[config.mk]
export PLATFORM = sky130hd
export DESIGN_NAME = mo_mul_pipe
export DESIGN_NICKNAME = d
export VERILOG_FILES = /design/src/rtl/mo_pkg.sv /design/src/rtl/mo_mul_stage.sv /design/src/rtl/mo_mul_pipe.sv
export SDC_FILE = /design/constraint.sdc
export NUM_CORES = 1
export LEC_CHECK = 0
export CAP_MARGIN = 5
export CORE_MARGIN = 1
export CORE_UTILIZATION = 35
export DETAILED_ROUTE_END_ITERATION = 7
export HOLD_SLACK_MARGIN = 0.08
export PLACE_DENSITY = 0.54
export RECOVER_POWER = 100
export REMOVE_ABC_BUFFERS = 1
export SLEW_MARGIN = 10
export SYNTH_ARGS = -nofsm -noshare
export SYNTH_HDL_FRONTEND = slang
export SYNTH_SLANG_ARGS = --single-unit
[constraint.sdc]
create_clock -name clk -period 13.25 [get_ports clk]
set_clock_uncertainty 0.15 [all_clocks]
set_input_delay 1.9875 -clock clk [delete_from_list [all_inputs] [get_ports clk]]
set_output_delay 1.9875 -clock clk [all_outputs]
set_load 0.01 [all_outputs]
[src/rtl/mo_pkg.sv]
// Shared constants, derived-parameter helpers and the per-stage payload for the Montgomery multiplier.
// Payload fields are sized for the largest supported build; narrower builds zero-extend into them.
package mo_pkg;

    localparam int MO_KYBER_Q_M     = 8;
    localparam int MO_KYBER_Q_K     = 13;
    localparam int MO_DILITHIUM_Q_M = 13;
    localparam int MO_DILITHIUM_Q_K = 1023;

    localparam int MO_MAX_WIDTH = 32;
    localparam int MO_MAX_RADIX = 8;
    localparam int MO_MAX_TAG_W = 16;
    // Signed accumulator: |data| < Q < 2^WIDTH, plus headroom for d*a and the sign.
    localparam int MO_DATA_W    = MO_MAX_WIDTH + MO_MAX_RADIX + 2;

    function automatic longint mo_q(input int q_k, input int q_m);
        return longint'(q_k) * (longint'(1) << q_m) + 64'sd1;
    endfunction

    function automatic int mo_stages(input int width, input int radix_bits);
        return width / radix_bits;
    endfunction

    typedef struct packed {
        logic signed [MO_DATA_W-1:0]    data;
        logic        [MO_MAX_WIDTH-1:0] a;
        logic        [MO_MAX_WIDTH-1:0] b;
        logic        [MO_MAX_TAG_W-1:0] tag;
        logic                           valid;
    } mo_stage_t;

endpackage

[src/rtl/mo_mul_stage.sv]
// One radix-2^R reduction step: add digit*a, cancel the low R bits with m*Q, arithmetic shift by R.
// Latency 1 cycle; i_en low holds the whole register (global stall).
// Backpressure: none locally, the enclosing pipeline drives i_en from its stall condition.
module mo_mul_stage
    import mo_pkg::*;
#(
    parameter int RADIX_BITS = 1,
    parameter int Q_M        = MO_KYBER_Q_M,
    parameter int Q_K        = MO_KYBER_Q_K,
    parameter int IDX        = 0
) (
    input  logic      clk,
    input  logic      rst,
    input  logic      i_en,
    input  mo_stage_t i_p,
    output mo_stage_t o_p
);

    localparam logic signed [MO_DATA_W-1:0] C_Q_HI = MO_DATA_W'(longint'(Q_K) << Q_M);

    logic        [RADIX_BITS-1:0] w_d;
    logic        [RADIX_BITS-1:0] w_m;
    logic signed [MO_DATA_W-1:0]  w_d_x;
    logic signed [MO_DATA_W-1:0]  w_a_x;
    logic signed [MO_DATA_W-1:0]  w_t;
    logic signed [MO_DATA_W-1:0]  w_m_x;
    logic signed [MO_DATA_W-1:0]  w_t_red;
    mo_stage_t                    r_p;

    assign w_d   = i_p.b[IDX*RADIX_BITS +: RADIX_BITS];
    assign w_d_x = MO_DATA_W'(w_d);
    assign w_a_x = MO_DATA_W'(i_p.a);
    assign w_t   = i_p.data + w_d_x * w_a_x;
    assign w_m   = w_t[RADIX_BITS-1:0];
    assign w_m_x = MO_DATA_W'(w_m);
    // Q = (Q_K << Q_M) + 1 and Q is 1 mod 2^R, so subtracting m*Q clears the low R bits.
    assign w_t_red = w_t - w_m_x * C_Q_HI - w_m_x;

    always_ff @(posedge clk) begin
        if (rst) begin
            r_p <= '0;
        end else if (i_en) begin
            r_p.data  <= w_t_red >>> RADIX_BITS;
            r_p.a     <= i_p.a;
            r_p.b     <= i_p.b;
            r_p.tag   <= i_p.tag;
            r_p.valid <= i_p.valid;
        end
    end

    assign o_p = r_p;

endmodule

[src/rtl/mo_mul_pipe.sv]
// Pipelined Montgomery multiplier (modified MWR2MM): result = a*b*2^-WIDTH mod Q, signed in (-Q,Q).
// Latency WIDTH/RADIX_BITS cycles; MO_MUL_FINAL_REDUCE_EN adds one stage normalising result to 0..Q-1.
// Backpressure: out_valid && !out_ready freezes every stage (global enable) and drops in_ready.
module mo_mul_pipe
    import mo_pkg::*;
#(
    parameter int WIDTH      = 12,
    parameter int RADIX_BITS = 1,
    parameter int Q_M        = MO_KYBER_Q_M,
    parameter int Q_K        = MO_KYBER_Q_K,
    parameter int TAG_W      = 8
) (
    input  logic             clk,
    input  logic             rst,
    input  logic             in_valid,
    output logic             in_ready,
    input  logic [WIDTH-1:0] a,
    input  logic [WIDTH-1:0] b,
    input  logic [TAG_W-1:0] in_tag,
    output logic             out_valid,
    input  logic             out_ready,
    output logic [WIDTH:0]   result,
    output logic [TAG_W-1:0] out_tag
);

    localparam int STAGES = mo_stages(WIDTH, RADIX_BITS);

    mo_stage_t w_in;
    mo_stage_t w_pipe [0:STAGES-1];
    mo_stage_t w_last;
    logic      w_en;
    logic      w_unused;

    assign w_en     = !(out_valid && !out_ready);
    assign in_ready = w_en;

    always_comb begin
        w_in       = '0;
        w_in.a     = MO_MAX_WIDTH'(a);
        w_in.b     = MO_MAX_WIDTH'(b);
        w_in.tag   = MO_MAX_TAG_W'(in_tag);
        w_in.valid = in_valid;
    end

    for (genvar gi = 0; gi < STAGES; gi++) begin : g_stage
        mo_stage_t w_src;
        if (gi == 0) begin : g_first
            assign w_src = w_in;
        end else begin : g_next
            assign w_src = w_pipe[gi-1];
        end
        mo_mul_stage #(
            .RADIX_BITS (RADIX_BITS),
            .Q_M        (Q_M),
            .Q_K        (Q_K),
            .IDX        (gi)
        ) u_stage (
            .clk  (clk),
            .rst  (rst),
            .i_en (w_en),
            .i_p  (w_src),
            .o_p  (w_pipe[gi])
        );
    end

    assign w_last = w_pipe[STAGES-1];

`ifdef MO_MUL_FINAL_REDUCE_EN
    localparam longint C_Q = mo_q(Q_K, Q_M);

    logic [WIDTH:0]   w_raw;
    logic [WIDTH:0]   r_res;
    logic [TAG_W-1:0] r_tag;
    logic             r_vld;

    assign w_raw = w_last.data[WIDTH:0];

    // Raw value lies in (-Q,Q), so a single conditional +Q lands in 0..Q-1.
    always_ff @(posedge clk) begin
        if (rst) begin
            r_vld <= 1'b0;
            r_res <= '0;
            r_tag <= '0;
        end else if (w_en) begin
            r_vld <= w_last.valid;
            r_tag <= w_last.tag[TAG_W-1:0];
            r_res <= w_raw[WIDTH] ? w_raw + (WIDTH+1)'(C_Q) : w_raw;
        end
    end

    assign out_valid = r_vld;
    assign result    = r_res;
    assign out_tag   = r_tag;
`else
    assign out_valid = w_last.valid;
    assign result    = w_last.data[WIDTH:0];
    assign out_tag   = w_last.tag[TAG_W-1:0];
`endif

    assign w_unused = ^{w_last.a, w_last.b, w_last.data, w_last.tag};

endmodule

==> impl_metrics.toml <==
[route]
num_vias = 23580
viasPerCell = 4.916
drt_pre_antenna_iters = 7
wirelength_um = 61570
ant_nets = 0
wl_per_cell_um = 12.84
drc = 0
drt_iter0_drc = 905

[finish]
largest_reg_flops = 528
layout-drive-gt1-share_pct = 4.428
multiInputGateArea_mm2 = 0.01711
area_growth_pct = 11.26
final_area_mm2 = 0.03217
final_cells = 4796
regArea_mm2 = 0.01057
fill_cells = 8793
diodes = 0
fin_nets = 3930

[logic_synthesis]
async_flop_share_pct = 0
synth_warnings = 0
synth.avg_cell_area_um2 = 7.709
synth_cell_types = 99
ys.flop_type = "dfxtp_1"
yosys.area.top_type = "dfxtp_1"
synth_compound_area_share_pct = 19.73
ys_top_cells_by_count = "nand2_1 (939), a21oi_1 (561), dfxtp_1 (528)"
synthSimpleGateAreaFrac_pct = 22.83
synthesis.area_mm2 = 0.02892
netlist_top_cells_area = "dfxtp_1 (37%), nand2_1 (12%), a21oi_1 (9.7%), ha_1 (8.7%), xnor2_1 (4.1%)"
ys_ff_latch = 528
synth-xor-area-share_pct = 6.534
synthCells = 3751
synth_top_cell_area_share_pct = 36.55
synth_seq_area_share_pct = 36.55
synthMostInstantiatedCell = "nand2_1"
synth_edf_count = 0
synthAdderAreaFrac_pct = 9.502
muxShareOfSynthArea_pct = 0.5798
synth_top_family_by_area = "simple AND/OR/NAND/NOR gates"

[setup_path]
ff2ff_path_depth = 6
r2r_setup_slack_ns = 5.81
crit_family = "buffers and inverters"
critPathKind = "in -> out"
cp_max_fo = 198
critPathLaunchType = "input pin"
crit-reg2reg-launch = "g_stage[11].u_stage.o_p[0]$_SDFFE_PP0N_"
crit_chain = "clkdlybuf4s50_1, nor2b_4, buf_12, clkinvlp_2, clkdlybuf4s50_1"
worst_path_max_delay_cell = "clkinvlp_2"
slowest_delay_ns = 2.79
reg2reg_to = "g_stage[9].u_stage.o_p[82]$_SDFFE_PP0N_"
crit_buf_inv = 4
arrival_ns = 7.20
crit_path_frequent_cell = "clkdlybuf4s50_1"
crit_path_end_kind = "primary output"
required_ns = 11.11

[clock_tree]
root_buffer = "clkbuf_16"
cts_buffers = 59
path_clk_slew_ns = 0.05
cts_resized = 0
cts_tree = "built"
holdBufCountCts = 0
cts_setup_buffers = 0
cts_max_level = 2
cts_buffer_depth = 3
clock_latency_ns = 0.62
cts.sinks = 528

[timing]
grt_setup_unrepaired = "no"
hold_viol_final = 0
post-route-period-util_pct = 70.47
worstMarginPinSlew_ns = 3.654
drv_slew = 546
relSlewSlack_pct = -143.6
fmax_ghz = 0.1071
setup_viol = 0
post-route-min-period_ns = 9.337
tns_ns = 0

[placed_design]
placed_area_mm2 = 0.03025
gp_congestion = 0.7769
dp_cells = 4690
dp_hpwl_um = 40130
port_buffers = 58

[floorplan]
core_mm2 = 0.08198
start_util_pct = 35.27
rows = 105
die_h_um = 289.4
die-width_um = 289.4
pin_count = 59
die_area_mm2 = 0.08377

[global_routing]
grtUsageTotal_pct = 14.56
grt_pass1_vias = 22320
grt_pass1_wl_um = 104800
grt_max_degree = 216
globalRouteOverflowTotal = 0
antenna_found_initial = 0

[min_path]
hold_depth = 2
worstHoldStart = "g_stage[11].u_stage.o_p[86]$_SDFFE_PP0N_"
hold_path_end = "g_stage[11].u_stage.o_p[86]$_SDFFE_PP0N_"
hold_path.class = "reg -> reg"

[power]
powerDensity_mw_per_mm2 = 140.5
power_frac_comb_pct = 22.5
p_leak_nw = 12.54
p_sw_share_pct = 29.03
p_seq_share_pct = 41.2
switchingPower_mw = 1.312
p_int_mw = 3.207
p_total_mw = 4.519
vdd_drop_max_mv = 0.1094
clkPwrFrac_pct = 36.3

[job]
cap_violations = 7

[status]
status = "finished with violations"
violations = "capacitance limit, slew limit"
## through the flow
step	utilization [%]	worst slack [ns]	hold slack [ns]
final	39.24	3.913	0.2951
after global routing	39.24	3.369	0.3141
after CTS	39.30	6.810	0.2995
after detailed placement	36.90	6.811	0.2927
after global placement	36.90	6.793	0.2855
after floorplan	-	-30.10	0.2712
## worst max-delay path by stage
stage	slack, ns	to	cells after the start	start
2_1_floorplan	-30.10	in_ready	2	out_ready
3_3_place_gp	6.79	in_ready	5	out_ready
3_5_place_dp	6.81	in_ready	5	out_ready
4_1_cts	6.81	in_ready	5	out_ready
5_1_grt	3.37	in_ready	5	out_ready
6_report	3.91	in_ready	5	out_ready
## power groups by stage
stage / Sequential (mW) / Combinational (mW) / Clock [mW]
5_1_grt: 1.89 / 1.17 / 1.77
3_5_place_dp: 1.90 / 1.03 / 0
3_3_place_gp: 1.89 / 1.02 / 0
4_1_cts: 1.86 / 1.04 / 1.70
2_1_floorplan: 1.87 / 0.850 / 0
6_report: 1.86 / 1.02 / 1.64
## metal layers
metal / part of all wire (%) / track usage, %
met5: 0 / 0
met4: 2.2 / 4.132
met3: 2.1 / 1.827
met2: 50 / 27.01
met1: 46 / 17.38
## cells in the final DEF, fill, tap and decap left out, types with 53 or more instances in the layout
master / count
nor2_1: 179
nand3_1: 74
dfxtp_1: 528
inv_1: 119
xnor2_1: 135
a21o_1: 53
xor2_1: 77
clkbuf_16: 60
a21oi_1: 561
a211oi_1: 66
and2_1: 146
o21ai_0: 80
ha_1: 202
nand2_1: 939
## cell families (layout without fill, tap and decap cells)
logic type,after synthesis,in the layout
DFF,528,528
xor gates and xnor gates,214,214
AOI/OAI and AO/OA,947,947
and+or+nand+nor,1506,1506
adders and majority gates,213,213
muxes,15,15
buffers and inverters,328,303
## worst min-delay path, cell delays in order (launching register included)
cell and delay (ns):
dfxtp_1 0.30, nand2_1 0.05, a21oi_1 0.05
## final cells by class
cell class	count	area share, %
sequential	528	32.85
clock inverter	9	0.2645
tap	1070	4.161
multi-input combinational	2895	53.17
clock buffer	97	5.845
timing repair buffer	77	2.298
inverter	120	1.404
(Power assumes the default switching activity.)
